File: src/rtl/stopwatch_counter_pkg.sv
// Shared field moduli, widths and FSM encoding for the stopwatch datapath.
package stopwatch_counter_pkg;

    localparam int MS_MOD  = 1000;
    localparam int SEC_MOD = 60;
    localparam int MIN_MOD = 60;

    localparam int MS_W  = 10;
    localparam int SEC_W = 6;
    localparam int MIN_W = 6;

    typedef enum logic [1:0] {
        ST_IDLE  = 2'd0,
        ST_RUN   = 2'd1,
        ST_PAUSE = 2'd2
    } state_t;

endpackage

File: src/rtl/stopwatch_counter_if.sv
// Command, preset and time/lap bundle between the controller and the stopwatch core.
interface stopwatch_counter_if
    import stopwatch_counter_pkg::*;
#(
    parameter int HR_BITS = 7
);
    logic               start;
    logic               stop;
    logic               clear;
    logic               lap;
    logic               load;
    logic [MS_W-1:0]    load_ms;
    logic [SEC_W-1:0]   load_s;
    logic [MIN_W-1:0]   load_min;
    logic [HR_BITS-1:0] load_hr;

    logic [MS_W-1:0]    ms;
    logic [SEC_W-1:0]   s;
    logic [MIN_W-1:0]   min;
    logic [HR_BITS-1:0] hr;
    logic [MS_W-1:0]    lap_ms;
    logic [SEC_W-1:0]   lap_s;
    logic [MIN_W-1:0]   lap_min;
    logic [HR_BITS-1:0] lap_hr;
    logic               lap_valid;
    logic               running;
    logic               overflow;

    modport master (
        output start, stop, clear, lap, load, load_ms, load_s, load_min, load_hr,
        input  ms, s, min, hr, lap_ms, lap_s, lap_min, lap_hr, lap_valid, running, overflow
    );

    modport slave (
        input  start, stop, clear, lap, load, load_ms, load_s, load_min, load_hr,
        output ms, s, min, hr, lap_ms, lap_s, lap_min, lap_hr, lap_valid, running, overflow
    );
endinterface

File: src/rtl/stopwatch_counter_mod_counter.sv
// Modulo-MOD counter with synchronous load; carry marks the wrap from MOD-1 to 0.
module mod_counter #(
    parameter int MOD = 10,
    parameter int W   = 4
) (
    input  logic         clk,
    input  logic         nreset,
    input  logic         en,
    input  logic         ld,
    input  logic [W-1:0] ld_val,
    output logic [W-1:0] q,
    output logic         carry
);
    logic at_max;

    assign at_max = (q == W'(MOD - 1));
    assign carry  = en && !ld && at_max;

    always_ff @(posedge clk or negedge nreset) begin
        if (!nreset) begin
            q <= '0;
        end else if (ld) begin
            q <= ld_val;
        end else if (en) begin
            q <= at_max ? '0 : q + W'(1);
        end
    end
endmodule

File: src/rtl/stopwatch_counter.sv
// Run/pause stopwatch: prescaler feeding a ms/s/min/hr carry chain, with lap capture and preset load.
module stopwatch_counter
    import stopwatch_counter_pkg::*;
#(
    parameter int CLK_PER_MS = 50000,
    parameter int HR_BITS    = 7,
    parameter int HR_MAX     = 100,
    parameter int WRAP       = 1
) (
    input  logic               clk,
    input  logic               nreset,
    stopwatch_counter_if.slave bus
);
    localparam int PW = (CLK_PER_MS > 1) ? $clog2(CLK_PER_MS) : 1;
    localparam logic [PW-1:0] PRE_LAST = PW'(CLK_PER_MS - 1);

    function automatic int unsigned clamp_field(int unsigned v, int unsigned m);
        return (v >= m) ? (m - 1) : v;
    endfunction

    state_t             state_q, state_d;
    logic [PW-1:0]      pre_q;
    logic               ovf_q;
    logic               lap_valid_q;
    logic [MS_W-1:0]    ms_q, ms_ld, lap_ms_q;
    logic [SEC_W-1:0]   s_q, s_ld, lap_s_q;
    logic [MIN_W-1:0]   min_q, min_ld, lap_min_q;
    logic [HR_BITS-1:0] hr_q, hr_ld, lap_hr_q;
    logic               load_acc, tick, full, sat_evt, start_ok, ld_all, en_ms;
    logic               c_ms, c_s, c_min, c_hr;

    assign load_acc = bus.load && (state_q != ST_RUN);
    assign ld_all   = bus.clear || load_acc;
    assign tick     = (state_q == ST_RUN) && (pre_q == PRE_LAST);
    assign full     = (ms_q == MS_W'(MS_MOD - 1)) && (s_q == SEC_W'(SEC_MOD - 1)) &&
                      (min_q == MIN_W'(MIN_MOD - 1)) && (hr_q == HR_BITS'(HR_MAX - 1));
    // In saturate mode the chain is frozen at full scale instead of rolling over.
    assign sat_evt  = tick && full && (WRAP == 0);
    assign en_ms    = tick && !bus.clear && !sat_evt;
    assign start_ok = (WRAP != 0) || !ovf_q;

    assign ms_ld  = bus.clear ? '0 : MS_W'(clamp_field(32'(bus.load_ms), MS_MOD));
    assign s_ld   = bus.clear ? '0 : SEC_W'(clamp_field(32'(bus.load_s), SEC_MOD));
    assign min_ld = bus.clear ? '0 : MIN_W'(clamp_field(32'(bus.load_min), MIN_MOD));
    assign hr_ld  = bus.clear ? '0 : HR_BITS'(clamp_field(32'(bus.load_hr), HR_MAX));

    // ---- command decode / next state ----
    always_comb begin
        state_d = state_q;
        if (bus.clear) begin
            state_d = ST_IDLE;
        end else if (load_acc) begin
            state_d = ST_PAUSE;
        end else if (bus.stop) begin
            if (state_q == ST_RUN) state_d = ST_PAUSE;
        end else if (bus.start) begin
            if (state_q != ST_RUN && start_ok) state_d = ST_RUN;
        end
        if (sat_evt && !bus.clear) state_d = ST_PAUSE;
    end

    always_ff @(posedge clk or negedge nreset) begin
        if (!nreset) begin
            state_q <= ST_IDLE;
            ovf_q   <= 1'b0;
        end else begin
            state_q <= state_d;
            if (ld_all) begin
                ovf_q <= 1'b0;
            end else if (c_hr || sat_evt) begin
                ovf_q <= 1'b1;
            end
        end
    end

    // ---- prescaler: holds in PAUSE so a resume continues mid-millisecond ----
    always_ff @(posedge clk or negedge nreset) begin
        if (!nreset) begin
            pre_q <= '0;
        end else if (ld_all) begin
            pre_q <= '0;
        end else if (state_q == ST_RUN) begin
            pre_q <= tick ? '0 : pre_q + PW'(1);
        end
    end

    // ---- carry chain ----
    mod_counter #(.MOD(MS_MOD), .W(MS_W)) u_ms (
        .clk(clk), .nreset(nreset), .en(en_ms), .ld(ld_all), .ld_val(ms_ld),
        .q(ms_q), .carry(c_ms)
    );
    mod_counter #(.MOD(SEC_MOD), .W(SEC_W)) u_s (
        .clk(clk), .nreset(nreset), .en(c_ms), .ld(ld_all), .ld_val(s_ld),
        .q(s_q), .carry(c_s)
    );
    mod_counter #(.MOD(MIN_MOD), .W(MIN_W)) u_min (
        .clk(clk), .nreset(nreset), .en(c_s), .ld(ld_all), .ld_val(min_ld),
        .q(min_q), .carry(c_min)
    );
    mod_counter #(.MOD(HR_MAX), .W(HR_BITS)) u_hr (
        .clk(clk), .nreset(nreset), .en(c_min), .ld(ld_all), .ld_val(hr_ld),
        .q(hr_q), .carry(c_hr)
    );

    // ---- lap capture: samples the pre-edge time ----
    always_ff @(posedge clk or negedge nreset) begin
        if (!nreset) begin
            lap_valid_q <= 1'b0;
            lap_ms_q    <= '0;
            lap_s_q     <= '0;
            lap_min_q   <= '0;
            lap_hr_q    <= '0;
        end else if (bus.clear) begin
            lap_valid_q <= 1'b0;
            lap_ms_q    <= '0;
            lap_s_q     <= '0;
            lap_min_q   <= '0;
            lap_hr_q    <= '0;
        end else if (bus.lap && state_q != ST_IDLE) begin
            lap_valid_q <= 1'b1;
            lap_ms_q    <= ms_q;
            lap_s_q     <= s_q;
            lap_min_q   <= min_q;
            lap_hr_q    <= hr_q;
        end
    end

    assign bus.ms        = ms_q;
    assign bus.s         = s_q;
    assign bus.min       = min_q;
    assign bus.hr        = hr_q;
    assign bus.lap_ms    = lap_ms_q;
    assign bus.lap_s     = lap_s_q;
    assign bus.lap_min   = lap_min_q;
    assign bus.lap_hr    = lap_hr_q;
    assign bus.lap_valid = lap_valid_q;
    assign bus.running   = (state_q == ST_RUN);
    assign bus.overflow  = ovf_q;
endmodule

File: src/flat_wrapper.sv
// flat-port wrapper written by rule: the top's interface ports become plain ports
module stopwatch_counter_flat import stopwatch_counter_pkg::*;
#(
    parameter int CLK_PER_MS = 50000,
    parameter int HR_BITS    = 7,
    parameter int HR_MAX     = 100,
    parameter int WRAP       = 1
)
  (clk, nreset, bus_start, bus_stop, bus_clear, bus_lap, bus_load, bus_load_ms, bus_load_s, bus_load_min, bus_load_hr, bus_ms, bus_s, bus_min, bus_hr, bus_lap_ms, bus_lap_s, bus_lap_min, bus_lap_hr, bus_lap_valid, bus_running, bus_overflow);
  stopwatch_counter_if #(.HR_BITS(HR_BITS)) bus_i ();
  input  logic clk;
  input  logic nreset;
  input wire logic [$bits(bus_i.start)-1:0] bus_start;
  input wire logic [$bits(bus_i.stop)-1:0] bus_stop;
  input wire logic [$bits(bus_i.clear)-1:0] bus_clear;
  input wire logic [$bits(bus_i.lap)-1:0] bus_lap;
  input wire logic [$bits(bus_i.load)-1:0] bus_load;
  input wire logic [$bits(bus_i.load_ms)-1:0] bus_load_ms;
  input wire logic [$bits(bus_i.load_s)-1:0] bus_load_s;
  input wire logic [$bits(bus_i.load_min)-1:0] bus_load_min;
  input wire logic [$bits(bus_i.load_hr)-1:0] bus_load_hr;
  output wire logic [$bits(bus_i.ms)-1:0] bus_ms;
  output wire logic [$bits(bus_i.s)-1:0] bus_s;
  output wire logic [$bits(bus_i.min)-1:0] bus_min;
  output wire logic [$bits(bus_i.hr)-1:0] bus_hr;
  output wire logic [$bits(bus_i.lap_ms)-1:0] bus_lap_ms;
  output wire logic [$bits(bus_i.lap_s)-1:0] bus_lap_s;
  output wire logic [$bits(bus_i.lap_min)-1:0] bus_lap_min;
  output wire logic [$bits(bus_i.lap_hr)-1:0] bus_lap_hr;
  output wire logic [$bits(bus_i.lap_valid)-1:0] bus_lap_valid;
  output wire logic [$bits(bus_i.running)-1:0] bus_running;
  output wire logic [$bits(bus_i.overflow)-1:0] bus_overflow;
  assign bus_i.start = bus_start;
  assign bus_i.stop = bus_stop;
  assign bus_i.clear = bus_clear;
  assign bus_i.lap = bus_lap;
  assign bus_i.load = bus_load;
  assign bus_i.load_ms = bus_load_ms;
  assign bus_i.load_s = bus_load_s;
  assign bus_i.load_min = bus_load_min;
  assign bus_i.load_hr = bus_load_hr;
  assign bus_ms = bus_i.ms;
  assign bus_s = bus_i.s;
  assign bus_min = bus_i.min;
  assign bus_hr = bus_i.hr;
  assign bus_lap_ms = bus_i.lap_ms;
  assign bus_lap_s = bus_i.lap_s;
  assign bus_lap_min = bus_i.lap_min;
  assign bus_lap_hr = bus_i.lap_hr;
  assign bus_lap_valid = bus_i.lap_valid;
  assign bus_running = bus_i.running;
  assign bus_overflow = bus_i.overflow;
  stopwatch_counter #(.CLK_PER_MS(CLK_PER_MS), .HR_BITS(HR_BITS), .HR_MAX(HR_MAX), .WRAP(WRAP)) u_core (.clk(clk), .nreset(nreset), .bus(bus_i));
endmodule
File: config.mk
export PLATFORM = sky130hd
export DESIGN_NAME = stopwatch_counter_flat
export DESIGN_NICKNAME = d
export VERILOG_FILES = /design/src/rtl/stopwatch_counter_pkg.sv /design/src/rtl/stopwatch_counter_if.sv /design/src/rtl/stopwatch_counter_mod_counter.sv /design/src/rtl/stopwatch_counter.sv /design/src/flat_wrapper.sv
export SDC_FILE = /design/constraint.sdc
export NUM_CORES = 1
export LEC_CHECK = 0
export ABC_AREA = 1
export ABC_CLOCK_PERIOD_IN_PS = 2000
export BUFFER_PORTS_ARGS = -buffer_cell sky130_fd_sc_hd__buf_2
export CORE_UTILIZATION = 55
export CTS_BUF_LIST = sky130_fd_sc_hd__clkbuf_4
export CTS_CLUSTER_DIAMETER = 30
export CTS_CLUSTER_SIZE = 30
export DETAILED_ROUTE_END_ITERATION = 8
export PLACE_DENSITY = 0.81
export SLEW_MARGIN = 10
export SYNTH_ARGS = -nofsm -noshare
export SYNTH_HDL_FRONTEND = slang
export SYNTH_SLANG_ARGS = --single-unit
File: constraint.sdc
create_clock -name clk -period 2 [get_ports clk]
set_input_delay 0.4 -clock clk [delete_from_list [all_inputs] [get_ports clk]]
set_output_delay 0.4 -clock clk [all_outputs]
set_load 0.02 [all_outputs]
==> results.md <==
* Status: completed
* Drt pass-1 iters at 5
* Worst path cell trace: inv_2 > nand2_2 > nand2_2 > nand2_4 > inv_4 > nand2_4 > inv_2 > nor2_1 > nor2_1 > nor3b_2
* Setup violators final at 0
* Relative slew slack at 66.4%
* Cell Area, Placed at 5050 µm²
* Final Util at 68.0%
* Slowest library cell on the worst path: dfrtp_1
* Count of cell types in the netlist at 35
* Ratio of cells with drive above 1 in the final layout at 22.2%
* Via-per-instance ratio at 5.42
* Hold Vio Cnt, Final at 0
* HPWL after DPL at 8620 µm
* GRT Resource Usage Total at 29.4%
* Synth top area cells: dfrtp_1 44%, nand2_1 14%, nand3_1 10%
* Layout Cell Area excl Fill at 5250 µm²
* Syn avg cell area at 7.45 µm²
* Area leader, netlist: dfrtp_1
* Flops & latches, synth at 78
* Delay-heaviest family, CP: simple AND/OR/NAND/NOR gates
* WL/cell at 14.8 µm
* Die ar. at 8350 µm²
* Num rows at 32
* Largest net degree at the start of global routing at 59
* Clk pwr share at 28.4%
* P&R area growth vs syn at 19.6%
* Crit path time final at 1.84 ns
* Worst setup EP type: flop
* Antenna viol nets, final at 0
* Comb power frac at 23.2%
* Vias in the first global route at 4135
* Die H at 91.4 µm
* Sequential fraction of the synthesis area at 44.4%
* Clock latency on the worst-skew pair at 0.42 ns
* Max Slew Vio Count at 0
* Worst-margin pin slew at 0.501 ns
* YS warnings at 0
* CP startpoint kind: flop
* Clk slew on worst S/H paths at 0.13 ns
* First-pass GRT wire length at 19500 µm
* I/O Pins at 97
* Detailed-route DRC error count at 0
* Power Dens Cells at 728 nW/µm²
* RePlAce Congestion at 0.917
* Clk_skew at 0.0209 ns
* Overall power at 0.00383 W
* Congestion Overflow GR at 0
* Root Buffer: clkbuf_4
* Top Usage Layer GRT: met2
* Routing usage on met1 at 40.2%
* Fin nets at 740
* Worst VDD drop at 0.000475 V
* Crit path buf inv count at 3
* Sw Pwr at 0.00130 W
* Final worst hold slack at 0.231 ns
* TNS Setup at 0 ns
* H-tree depth at 3
* Initial antenna violation count at 0
* Worst path max stage delay at 0.47 ns
* Final worst path period share at 92.0%
* IO buf count at 96
* Initial DRC count at 331
* Hold/Removal Path Class: primary input to flop
* CTS tree: built
* M3 GR Usage at 5.03%
* Synth Flop Type: dfrtp_1
* Worst Path Max Fanout at 15
* Ant diodes at 0
* Worst setup path class: flop to flop
* Commonest cells in the netlist: 160 x nand2_1, 88 x nand3_1, 78 x dfrtp_1
* Die X at 91.4 µm
* Fillers at 674
* Clock sink count at 78
* Max-cap viol count at 0
* Seq pwr share at 48.4%
* CTS Buf Count at 9
* Met2 Resource Use GR at 47.6%
* Crit path DAT at 2.16 ns
* Post-Syn Area at 4390 µm²
* Final wirelength at 11900 µm
* P_int at 0.00252 W
* Synthesized Nets at 631
* Net Sw Frac at 34.1%
* Top-count cell post-synth: nand2_1
* Synth top area share at 44.4%
* Synthesized netlist cell count at 590
* Initial core utilization at 56.9%
* Core Footprint at 7730 µm²
* Max Buffers Root-to-Sink at 2
* Ys async rst share at 100%
* Crit path required time at 2.32 ns
* Leakage at 2.69 nW
* Post-synth EDFFs at 0
* Fmax at 543 MHz
* Total number of vias at 4369
## worst register-to-register path, cell delays in order, from the launching register on
cell,delay [ns]
dfrtp_1,0.47
inv_2,0.08
nand2_2,0.11
nand2_2,0.15
nand2_4,0.09
inv_4,0.21
nand2_4,0.18
inv_2,0.19
nor2_1,0.09
nor2_1,0.12
nor3b_2,0.06
## logic make-up after synthesis
kind of cell / after synthesis / share of synthesized area [%]
flip-flops: 78 / 44.4
buffers and inverters: 82 / 7.77
adder cells (fa/ha/maj): 5 / 1.42
AO/OA/AOI/OAI: 79 / 9.45
AND/OR/NAND/NOR: 332 / 34.1
XOR/XNOR: 14 / 2.79
## registers in the layout (all words and copies together) (netlist names)
| register | count |
|---|---|
| u_core.pre_q | 16 |
| u_core.bus.overflow | 1 |
| u_core.bus.lap_s | 6 |
| u_core.bus.lap_min | 6 |
| u_core.bus.lap_ms | 10 |
| u_core.bus.lap_hr | 7 |
| u_core.u_hr.q | 7 |
| u_core.bus.lap_valid | 1 |
| u_core.state_q | 2 |
| u_core.u_min.q | 6 |
| u_core.u_s.q | 6 |
| u_core.u_ms.q | 10 |
## final cells by class
type | instances | area, µm² | share of cell area (%)
multi-input combinational | 430 | 2110 | 40.2
sequential | 78 | 1950 | 37.2
timing repair buffer | 117 | 659 | 12.6
inverter | 63 | 239 | 4.55
tap | 102 | 128 | 2.43
clock inverter | 6 | 86.3 | 1.64
clock buffer | 10 | 75.1 | 1.43
## what timing repair did
action | 4_1_cts | 5_1_grt
setup buffers | 0 | 3
hold endpoints to repair | 20 | 0
hold buffers | 1 | 0
endpoints found under the setup margin | 0 | 21
gates resized for setup | 0 | 5
## cell usage in the layout, fill, tap and decap left out, types with 11 or more instances in the layout
cell,synthesis,layout
nor2_1,40,39
inv_1,59,59
nand4_1,14,14
nor3_1,11,11
xor2_1,12,12
nand2_1,160,160
a21oi_1,14,14
buf_2,4,95
dfrtp_1,78,76
o21ai_0,48,48
buf_4,3,19
nand3_1,88,88
## path summary, 6_finish.rpt
path	slack, ns	from	end	cells past startpoint
worst max-delay path	0.16	u_core.state_q[1]	u_core.pre_q[9]	10
worst min-delay path	0.23	bus_load_s[5]	u_core.u_s.q[5]	3
worst max register to register	0.16	u_core.state_q[1]	u_core.pre_q[9]	10
worst min register to register	0.52	u_core.bus.lap_s[1]	u_core.bus.lap_s[1]	2
max in group asynchronous	0.97	nreset	u_core.u_s.q[1]	3
min in group asynchronous	0.41	nreset	u_core.pre_q[15]	2
## power groups by stage
| stage | combinational (W) | clock [W] | sequential [W] |
|---|---|---|---|
| final | 0.000887 | 0.00109 | 0.00185 |
| after global routing | 0.000974 | 0.00117 | 0.00187 |
| after CTS | 0.000880 | 0.00110 | 0.00185 |
| after detailed placement | 0.000874 | 0 | 0.00188 |
| after global placement | 0.000855 | 0 | 0.00187 |
| after floorplan | 0.000383 | 0 | 0.00201 |
## per-stage QoR
step	setup WS, ns	std cells
after floorplan	0.336	590
after global placement	0.220	786
after detailed placement	0.108	786
after CTS	0.0625	803
after global routing	-0.0172	806
final	0.159	806
## metal layers
metal | wire length (µm) | share of wire [%]
met1 | 5350 | 45
met2 | 5530 | 46
met3 | 811 | 6.8
met4 | 212 | 1.8
met5 | 0 | 0
No activity file was read; power rests on OpenSTA's default activity.
